==> src/rtl/sdcard_block_loader.sv <==
`default_nettype none
// ============================================================================
// Module      : sdcard_block_loader
// Description : Streams consecutive 512-byte SD blocks into RAM words.
//               Bytes are packed into WORD_BYTES-wide words and each word is
//               written through a request/acknowledge RAM port.
// Revision    : 1.0  initial release
// ============================================================================
module sdcard_block_loader #(
    parameter int WORD_BYTES = 2,
    parameter int ADDR_W     = 25,
    parameter int SDHC       = 1,
    parameter int BIG_ENDIAN = 1
) (
    input  logic                    clk50,
    input  logic                    reset,
    input  logic                    start,
    input  logic [31:0]             start_block,
    input  logic [ADDR_W-1:0]       word_count,
    input  logic [ADDR_W-1:0]       ram_base,
    output logic                    ram_we,
    output logic [ADDR_W-1:0]       ram_address,
    output logic [8*WORD_BYTES-1:0] ram_data,
    input  logic                    ram_op_begun,
    output logic                    sd_rd,
    output logic                    sd_continue,
    output logic [31:0]             sd_addr,
    input  logic [7:0]              sd_data,
    input  logic                    sd_busy,
    input  logic                    sd_hndshk_o,
    output logic                    sd_hndshk_i,
    input  logic [15:0]             sd_error,
    output logic                    busy,
    output logic                    done,
    output logic [1:0]              err,
    output logic [ADDR_W-1:0]       words_done
);

    // Byte index inside a word; a single-byte word still keeps a 1-bit index.
    localparam int c_IDX_W = (WORD_BYTES > 1) ? $clog2(WORD_BYTES) : 1;
    // Words per 512-byte block expressed as a shift amount.
    localparam int c_WPB_SHIFT = 9 - $clog2(WORD_BYTES);
    localparam logic [c_IDX_W-1:0] c_LAST_IDX = c_IDX_W'(WORD_BYTES - 1);

    typedef enum logic [3:0] {
        S_IDLE      = 4'd0,
        S_WAIT_INIT = 4'd1,
        S_READBLOCK = 4'd2,
        S_CAP       = 4'd3,
        S_ACK       = 4'd4,
        S_WRITE     = 4'd5,
        S_DRAIN     = 4'd6,
        S_DONE      = 4'd7,
        S_ERROR     = 4'd8
    } state_t;

    state_t                  r_state;
    logic [31:0]             r_start_block;
    logic [ADDR_W-1:0]       r_word_count;
    logic [ADDR_W-1:0]       r_ram_base;
    logic [ADDR_W-1:0]       r_words_done;
    logic [c_IDX_W-1:0]      r_byte_idx;
    logic [8*WORD_BYTES-1:0] r_data;
    logic                    r_continue;   // a block has already been started in this load
    logic                    r_drain_ack;  // handshake echo while discarding bytes
    logic                    r_done;
    logic [1:0]              r_err;

    logic [31:0]             w_blk;
    logic [c_IDX_W-1:0]      w_lane;
    logic [ADDR_W-1:0]       w_words_next;

    // Current block follows the word count: one block per 512/WORD_BYTES words.
    assign w_blk        = r_start_block + 32'(r_words_done >> c_WPB_SHIFT);
    assign w_lane       = (BIG_ENDIAN != 0) ? (c_LAST_IDX - r_byte_idx) : r_byte_idx;
    assign w_words_next = r_words_done + 1'b1;

    assign sd_addr      = (SDHC != 0) ? w_blk : (w_blk << 9);
    assign ram_address  = r_ram_base + r_words_done;
    assign ram_data     = r_data;
    assign words_done   = r_words_done;
    assign done         = r_done;
    assign err          = r_err;
    assign ram_we       = (r_state == S_WRITE);
    assign sd_rd        = (r_state == S_READBLOCK);
    assign sd_continue  = (r_state == S_READBLOCK) && r_continue;
    assign sd_hndshk_i  = (r_state == S_ACK) || ((r_state == S_DRAIN) && r_drain_ack);
    assign busy         = !((r_state == S_IDLE) || (r_state == S_DONE) || (r_state == S_ERROR));

    // Load sequencer: block requests, byte capture/handshake, word writes.
    always_ff @(posedge clk50 or posedge reset) begin
        if (reset) begin
            r_state       <= S_IDLE;
            r_start_block <= '0;
            r_word_count  <= '0;
            r_ram_base    <= '0;
            r_words_done  <= '0;
            r_byte_idx    <= '0;
            r_data        <= '0;
            r_continue    <= 1'b0;
            r_drain_ack   <= 1'b0;
            r_done        <= 1'b0;
            r_err         <= 2'b00;
        end else begin
            case (r_state)
                S_IDLE, S_DONE, S_ERROR: begin
                    if (start) begin
                        r_start_block <= start_block;
                        r_word_count  <= word_count;
                        r_ram_base    <= ram_base;
                        r_words_done  <= '0;
                        r_byte_idx    <= '0;
                        r_continue    <= 1'b0;
                        r_drain_ack   <= 1'b0;
                        r_done        <= 1'b0;
                        r_err         <= 2'b00;
                        r_state       <= S_WAIT_INIT;
                    end
                end
                S_WAIT_INIT: begin
                    if (!sd_busy) begin
                        if (sd_error != 16'h0000) begin
                            r_err   <= 2'b01;
                            r_state <= S_ERROR;
                        end else if (r_word_count == '0) begin
                            r_done  <= 1'b1;
                            r_state <= S_DONE;
                        end else begin
                            r_state <= S_READBLOCK;
                        end
                    end
                end
                S_READBLOCK: begin
                    if (sd_busy) begin
                        r_continue <= 1'b1;
                        r_state    <= S_CAP;
                    end
                end
                S_CAP: begin
                    if (sd_hndshk_o) begin
                        r_data[{w_lane, 3'b000} +: 8] <= sd_data;
                        r_state <= S_ACK;
                    end else if (!sd_busy) begin
                        // Block ended: fine on a word boundary, fatal mid-word.
                        if (r_byte_idx == '0) begin
                            r_state <= S_READBLOCK;
                        end else begin
                            r_err   <= 2'b10;
                            r_state <= S_ERROR;
                        end
                    end
                end
                S_ACK: begin
                    if (!sd_hndshk_o) begin
                        if (r_byte_idx == c_LAST_IDX) begin
                            r_byte_idx <= '0;
                            r_state    <= S_WRITE;
                        end else begin
                            r_byte_idx <= r_byte_idx + 1'b1;
                            r_state    <= S_CAP;
                        end
                    end
                end
                S_WRITE: begin
                    if (ram_op_begun) begin
                        r_words_done <= w_words_next;
                        r_state      <= (w_words_next == r_word_count) ? S_DRAIN : S_CAP;
                    end
                end
                S_DRAIN: begin
                    r_drain_ack <= sd_hndshk_o;
                    if (!sd_busy && !sd_hndshk_o) begin
                        r_drain_ack <= 1'b0;
                        r_done      <= 1'b1;
                        r_state     <= S_DONE;
                    end
                end
                default: r_state <= S_IDLE;
            endcase
        end
    end

endmodule
`default_nettype wire

==> config.mk <==
export PLATFORM = sky130hd
export DESIGN_NAME = sdcard_block_loader
export DESIGN_NICKNAME = d
export VERILOG_FILES = /design/src/rtl/sdcard_block_loader.sv
export SDC_FILE = /design/constraint.sdc
export NUM_CORES = 1
export LEC_CHECK = 0
export BUFFER_PORTS_ARGS = -buffer_cell sky130_fd_sc_hd__buf_2
export CORE_ASPECT_RATIO = 1.75
export CORE_UTILIZATION = 48
export CTS_CLUSTER_DIAMETER = 50
export CTS_CLUSTER_SIZE = 14
export DETAILED_ROUTE_END_ITERATION = 8
export PLACE_DENSITY = 0.73
export SETUP_SLACK_MARGIN = 0.3
export SLEW_MARGIN = 20
export SYNTH_ARGS = -nofsm -noshare
export SYNTH_HDL_FRONTEND = slang
export SYNTH_SLANG_ARGS = --single-unit
==> constraint.sdc <==
create_clock -name clk50 -period 7.2 [get_ports clk50]
set_input_delay 1.8 -clock clk50 [delete_from_list [all_inputs] [get_ports clk50]]
set_output_delay 1.8 -clock clk50 [all_outputs]
set_load 0.03 [all_outputs]
After elaboration in Yosys (flattened, before gate mapping)

Cells that the tools add are included.

Equality and inequality tests: 22
Shift-type cells: 2
Multiply operators: 0
Reductions and logical operators: 28
Divide/modulo/power cells: 0
Add/sub/neg operators: 6
Bitwise gates (word level): 0
$lt $le $gt $ge: 0
Muxes and demuxes: 38

Operators with widths:

| kind                   | number |
|---|---|
| $mux 25                | 2 |
| $pmux 25 s2            | 1 |
| $mux 4                 | 10 |
| $add 32x17->32         | 1 |
| $pmux 4 s7             | 1 |
| $add 25x1->25 const B  | 1 |
| $add 25x25->25         | 1 |
| $eq 25x25->1           | 1 |
| $logic_not 25->1       | 1 |
| $ne 2x2->1 const B     | 9 |
| $bwmux 16              | 1 |
| $eq 4x3->1 const B     | 4 |
| $reduce_bool 16->1     | 1 |
| $shift 8x6->16 const A | 1 |
| $shiftx 8x6->16        | 1 |
| $reduce_and 7->1       | 2 |
| $mux 2                 | 6 |
| $mux 1                 | 9 |
| $mux 3                 | 3 |
| $reduce_and 3->1       | 3 |
| $eq 4x2->1 const B     | 2 |
| $reduce_bool 2->1      | 4 |
| $ne 2x1->1 const B     | 3 |
| $neg 4->6              | 1 |
| 16 further kinds       | 27 |

Output and inout port bits: 106
Memory bits (writable): 0
Register bits: 133
Bits in read-only memories: 0
Word-level logic and storage cells: 107
Memories kept: 0
Input bits: 112
Latch bits: 0

Logic depth before layout (Yosys ltp)

Gate-level depths: netlist of the first run.

Depth after elaboration: 5
Gate-level depth with buffers: 12
Depth with buffers taken out: 12

Least setup slack after synthesis of the first run

Ideal clock, no wire load.

Kind: register to output
Start point: register r_words_done[0] (netlist: words_done[0])
End point: output port ram_address[24]
Buffers on the path: 0
Stages on the path, launching flop included: 13
Data arrival time: 3.356 ns
Path slack: 2.044 ns
Required time: 5.400 ns
Cells stage by stage: dfrtp_1 ha_1 inv_1 fa_1 nor2b_1 o31a_1 o31a_1 o31ai_1 a311oi_1 o21ai_0 a21oi_1 nor4_1 a211oi_1

Cells in the longest elaborated chain, start to end: 1

Ends and longest elaborated chain:

| element                  | line | text |
|---|---|---|
| start: declaration       | 61   | `logic [ADDR_W-1:0] r_words_done;` |
| start signal: assignment | 166  | `r_words_done <= w_words_next;` |
| $add 25x25->25           | 79   | `assign ram_address = r_ram_base + r_words_done;` |
| end: declaration         | 22   | `output logic [ADDR_W-1:0] ram_address,` |

No other way between the ends.

Worst setup path after layout of the first run

Start point: register r_words_done[8] (netlist: words_done[8])
End point: output port sd_addr[26]

Cells in the longest elaborated chain, start to end: 1

Ends and longest elaborated chain:

| element          | line | text |
|---|---|---|
| $add 32x17->32   | 74   | `assign w_blk = r_start_block + 32'(r_words_done >> c_WPB_SHIFT);` |
| end: declaration | 27   | `output logic [31:0] sd_addr,` |

No other way between the ends.

==> reports/qor.txt, run 1 <==
Synthesis Warnings - 0
Most common cell after layout, fill and taps aside - nand2_1
Hold Path Class - reg2reg
Cell Area, Synth - 8517 um2
CTS tree - built
Dpl hpwl - 17,300 um
Worst EP arrival - 4010 ps
Final setup fails - 0
CTS resizes - 0
Synth-to-Final Area Change - 21.92%
Antenna cells - 0
Clock transition at path regs - 60 ps
Post-layout instance count excluding filler cells - 1,476
RSZ-0062 raised after global routing - no
Worst-margin pin slew - 1050 ps
Max_cap viols - 0
GRT overflow - 0
First-pass GRT wire length - 37,740 um
Worst Path Required - 5400 ps
Largest net degree at the start of global routing - 90
DRC Markers - 0
Floorplan row count - 64
Max-slew headroom - 30.02%
Ys async rst share - 100.0%
Syn nets - 1,188
Pins Over Slew Limit - 0
Fmax - 0.1722 GHz
Max Buffers Root-to-Sink - 2
WL per Instance - 16.15 um
Fin area - 10,380 um2
Synth cell types - 68
Die ar. - 18,300 um2
CTS buffer count - 17
Core ar. - 17,460 um2
Layout cells sized above 1 - 23.21%
Final TNS setup - 0 ps
Crit share post-route - 80.68%
Final Hold Viols - 0
Mapped Cells - 1,032
Total Power - 0.003840 W
LEAKAGE - 5.395 nW
Placed cells - 1,444
CTS Sinks - 133
Clk_skew - 11.01 ps
Initial antenna violation count - 2
Antenna Violating Nets Remaining - 0
Top FF cell, synth - dfrtp_1
PD cells - 369.8 nW/um2
Routed via count - 8,042
Initial Util - 48.79%
CTS Root Cell - clkbuf_16
H-tree Lvls - 4
Final WL - 23,830 um
Crit. End Element - primary output
GRT Total Usage - 27.16%
Post-synthesis sequential area ratio - 39.08%
#FFs+latches synth - 133
Die X - 102.7 um
Number of global-route vias before repair - 7,978
Most frequent cells in the layout - nand2_1, buf_2, dfrtp_1, nor2_1, xnor2_1
CP Launch Type - flip-flop
CTS Hold Buffers Added - 0
Port-buffer cells - 217
Crit path time final - 5809 ps
Placed Area - 9779 um2
Io pins - 218
Initial DRT Pass Iterations - 5
Layout Nets - 1,388
Vias/cell - 5.449
Postcts setup bufs - 0
Worst vdd ir - 336.8 uV
Status - finished, final reports clean
Avg Inst Size Synth - 8.253 um2
GP Congestion - 0.9072
Die height - 178.2 um
Post-synth EDFFs - 0
Critical path type - reg2out
Worst-path fanout max - 8
Worst skew pair latency - 440 ps
Drt initial violations - 433
-- path summary, 6_finish.rpt --
path / start / endpoint / slack (ps) / depth (start not counted)
max reg2reg: words_done[2] / r_state[2] / 3590 / 9
max: words_done[8] / sd_addr[26] / 1390 / 13
min reg2reg: r_ram_base[8] / r_ram_base[8] / 480 / 2
min in group asynchronous: reset / r_start_block[11] / 1500 / 2
max in group asynchronous: reset / words_done[18] / 4520 / 3
min: r_ram_base[8] / r_ram_base[8] / 480 / 2
-- sequential cells by signal, summed over array words and instances (netlist names) --
name,flops
r_word_count,25
done,1
r_start_block,32
words_done,25
r_continue,1
err,2
r_state,4
ram_data,16
r_drain_ack,1
r_ram_base,25
r_byte_idx,1
-- report_power, final --
| group | switching [W] | total, W | internal (W) |
|---|---|---|---|
| Clock | 0.000341 | 0.000880 | 0.000539 |
| Sequential | 0.000244 | 0.00126 | 0.00101 |
| Combinational | 0.00111 | 0.00170 | 0.000594 |
| Total | 0.00170 | 0.00384 | 0.00214 |
-- cell type report --
type                            instances  area [um2]
Timing Repair Buffer                  221        1116
Inverter                               25       98.84
Tap cell                              231       289.0
Sequential cell                       133        3328
Clock buffer                           22       474.2
Fill cell                            1667        7073
Multi-Input combinational cell        834        4955
Clock inverter                         10       122.6
-- synth_stat cells (11+ instances only) --
library cell    n  area [um2]
a21oi_1        48       240.2
o21ai_0        57       285.3
nor4_1         17       106.4
nor3_1         15       75.07
a21o_1         11       82.58
nand2_1       293        1100
xnor2_1        59       516.8
ha_1           42       525.5
mux2_2         17       191.4
nor2_1         72       270.3
clkbuf_1       32       120.1
dfrtp_1       133        3328
nand3_1        37       185.2
inv_1          25       93.84
o31ai_1        11       82.58
xor2_1         29       254.0
-- metal layers --
metal,vias up,routed length [um],GRT usage (%)
met4,4,784,12.74
met1,3804,8952,28.05
met5,-,20,0
met3,59,1378,7.288
li1,3925,-,-
met2,250,12700,49.56
-- logic make-up after synthesis --
logic type / count (synthesis) / share of synthesized area (%)
AND/OR/NAND/NOR: 503 / 26.55
AO/OA/AOI/OAI: 177 / 12.84
flip-flops: 133 / 39.08
XOR/XNOR: 88 / 9.050
buffers and inverters: 65 / 3.012
adder cells (fa/ha/maj): 45 / 6.758
multiplexers: 21 / 2.718
-- worst max-delay path, stage by stage (launching register included) --
cell and delay, ps:
dfrtp_1 510, ha_1 240, inv_1 60, fa_1 420, nor2b_1 180, o31a_1 230
o21bai_1 130, a311oi_1 350, o21ai_0 170, a21boi_0 350, o41a_1 390, nand3_1 150
xnor2_1 170, buf_2 220
-- stage by stage --
stage | util, % | worst slack (ps) | hold slack [ps]
floorplan | - | 1846 | 449.7
global placement | 56.02 | 1991 | 462.8
detailed placement | 56.02 | 1867 | 467.3
CTS | 59.44 | 1390 | 481.6
global route | 59.48 | 1108 | 498.4
finish | 59.48 | 1391 | 480.1
No activity file was read; power rests on OpenSTA's default activity.
==> run 2: changes to the inputs <==
clock period = 5.8 ns   (was 7.2 ns; I/O delays follow)
==> run 2 against run 1 <==
Clock skew shrank 2.1 ps. Non-clock buffer count grew 6. Final area grew 0.58%. Sequential power grew 25%. Critical path type unchanged.
==> reports/qor.txt, run 2 (synthesis gave the netlist of run 1 again) <==
Final TNS setup - 0 ps
Final Hold Viols - 0
LEAKAGE - 5.432 nW
CTS Root Cell - clkbuf_16
Crit. End Element - primary output
Largest net degree at the start of global routing - 99
Status - finished, final reports clean
Layout Nets - 1,394
Critical path type - reg2out
Worst skew pair latency - 430 ps
Clock transition at path regs - 60 ps
Fin area - 10,440 um2
Dpl hpwl - 17,260 um
Max-slew headroom - 30.24%
H-tree Lvls - 4
Final setup fails - 0
Fmax - 0.1914 GHz
GP Congestion - 0.9120
Largest register FFs - 32
Max Buffers Root-to-Sink - 2
First-pass GRT wire length - 36,780 um
Initial Util - 48.79%
CTS buffer count - 17
Crit share post-route - 90.08%
CTS Sinks - 133
Max_cap viols - 0
Port-buffer cells - 217
CTS Hold Buffers Added - 0
Floorplan row count - 64
Placed Area - 9812 um2
Most common cell after layout, fill and taps aside - nand2_1
Worst vdd ir - 599.8 uV
Number of global-route vias before repair - 7,730
Worst-margin pin slew - 1046 ps
PD cells - 455.8 nW/um2
Initial antenna violation count - 0
GRT Total Usage - 26.45%
DRC Markers - 0
Worst-path fanout max - 9
Die height - 178.2 um
Pins Over Slew Limit - 0
Crit path time final - 5225 ps
Top reg by flops - r_start_block
Die X - 102.7 um
Vias/cell - 5.403
RSZ-0062 raised after global routing - no
Initial DRT Pass Iterations - 5
Antenna Violating Nets Remaining - 0
Most frequent cells in the layout - nand2_1, buf_2, dfrtp_1, nor2_1, xnor2_1
Die ar. - 18,300 um2
Io pins - 218
CTS tree - built
Routed via count - 8,013
GRT overflow - 0
Hold Path Class - reg2reg
Core ar. - 17,460 um2
Drt initial violations - 318
Worst EP arrival - 3770 ps
Clk_skew - 8.917 ps
WL per Instance - 15.92 um
Final WL - 23,600 um
Layout cells sized above 1 - 24.06%
Synth-to-Final Area Change - 22.62%
CP Launch Type - flip-flop
Worst Path Required - 4350 ps
## run 2: cell types whose count changed in the layout (fill, tap and decap cells not counted), moves of 2 or more
| cell | change |
|---|---|
| buf_4 | +6 |
| clkbuf_1 | -2 |
| clkbuf_8 | -2 |
| clkinv_2 | +2 |
## run 2: repair_timing
| action | CTS | global route |
|---|---|---|
| setup endpoints to repair | 0 | 9 |
| resized for setup | 0 | 5 |
| buffers inserted | 0 | 2 |
## run 2: cell type report
cell class / instances / area, um2
antenna: 1 / 2.502
clock buffer: 18 / 439.2
clock inverter: 14 / 152.6
fill: 1659 / 7013
inverter: 25 / 98.84
multi-input combinational: 834 / 4971
sequential: 133 / 3329
tap: 231 / 289.0
timing repair buffer: 227 / 1161
## run 2: power by group
part | internal [W] | switching (W) | total [W]
Sequential | 0.00126 | 0.000308 | 0.00157
Clock | 0.000648 | 0.000435 | 0.00108
Combinational | 0.000738 | 0.00137 | 0.00211
Total | 0.00264 | 0.00212 | 0.00476
## run 2: path summary, 6_finish.rpt
check,slack (ps),endpoint,cells past startpoint,start
worst max-delay path,580,sd_addr[23],11,words_done[13]
worst min-delay path,480,r_ram_base[6],2,r_ram_base[6]
worst max register to register,2250,r_state[2],9,words_done[2]
min in group asynchronous,1200,r_start_block[13],2,reset
worst min register to register,480,r_ram_base[6],2,r_ram_base[6]
max in group asynchronous,3570,r_drain_ack,3,reset
## run 2: per-layer routing
metal,up-vias,share of wire (%),track usage [%]
met2,228,53,48.19
met5,-,0,0
li1,3945,-,-
met1,3790,38,27.89
met4,0,3.0,11.96
met3,50,5.7,6.583
## run 2: stage by stage
step | setup slack [ps] | power [W] | std cells | hold WS, ps | util, %
floorplan | 795.6 | 0.003090 | 1032 | 449.7 | -
global route | 299.0 | 0.005067 | 1482 | 498.1 | 59.81
finish | 575.4 | 0.004760 | 1483 | 483.0 | 59.83
CTS | 386.4 | 0.004784 | 1480 | 484.0 | 59.60
detailed placement | 873.9 | 0.003688 | 1448 | 469.2 | 56.21
global placement | 940.6 | 0.003648 | 1448 | 462.6 | 56.19
## run 2: critical path: stages (launching register included)
cell,delay (ps)
dfrtp_1,520
ha_1,390
o21ai_0,320
a211o_1,190
o21bai_1,130
a21oi_1,130
o31a_1,340
a21o_1,180
a21oi_1,610
nand2b_1,210
xnor2_1,130
buf_2,220
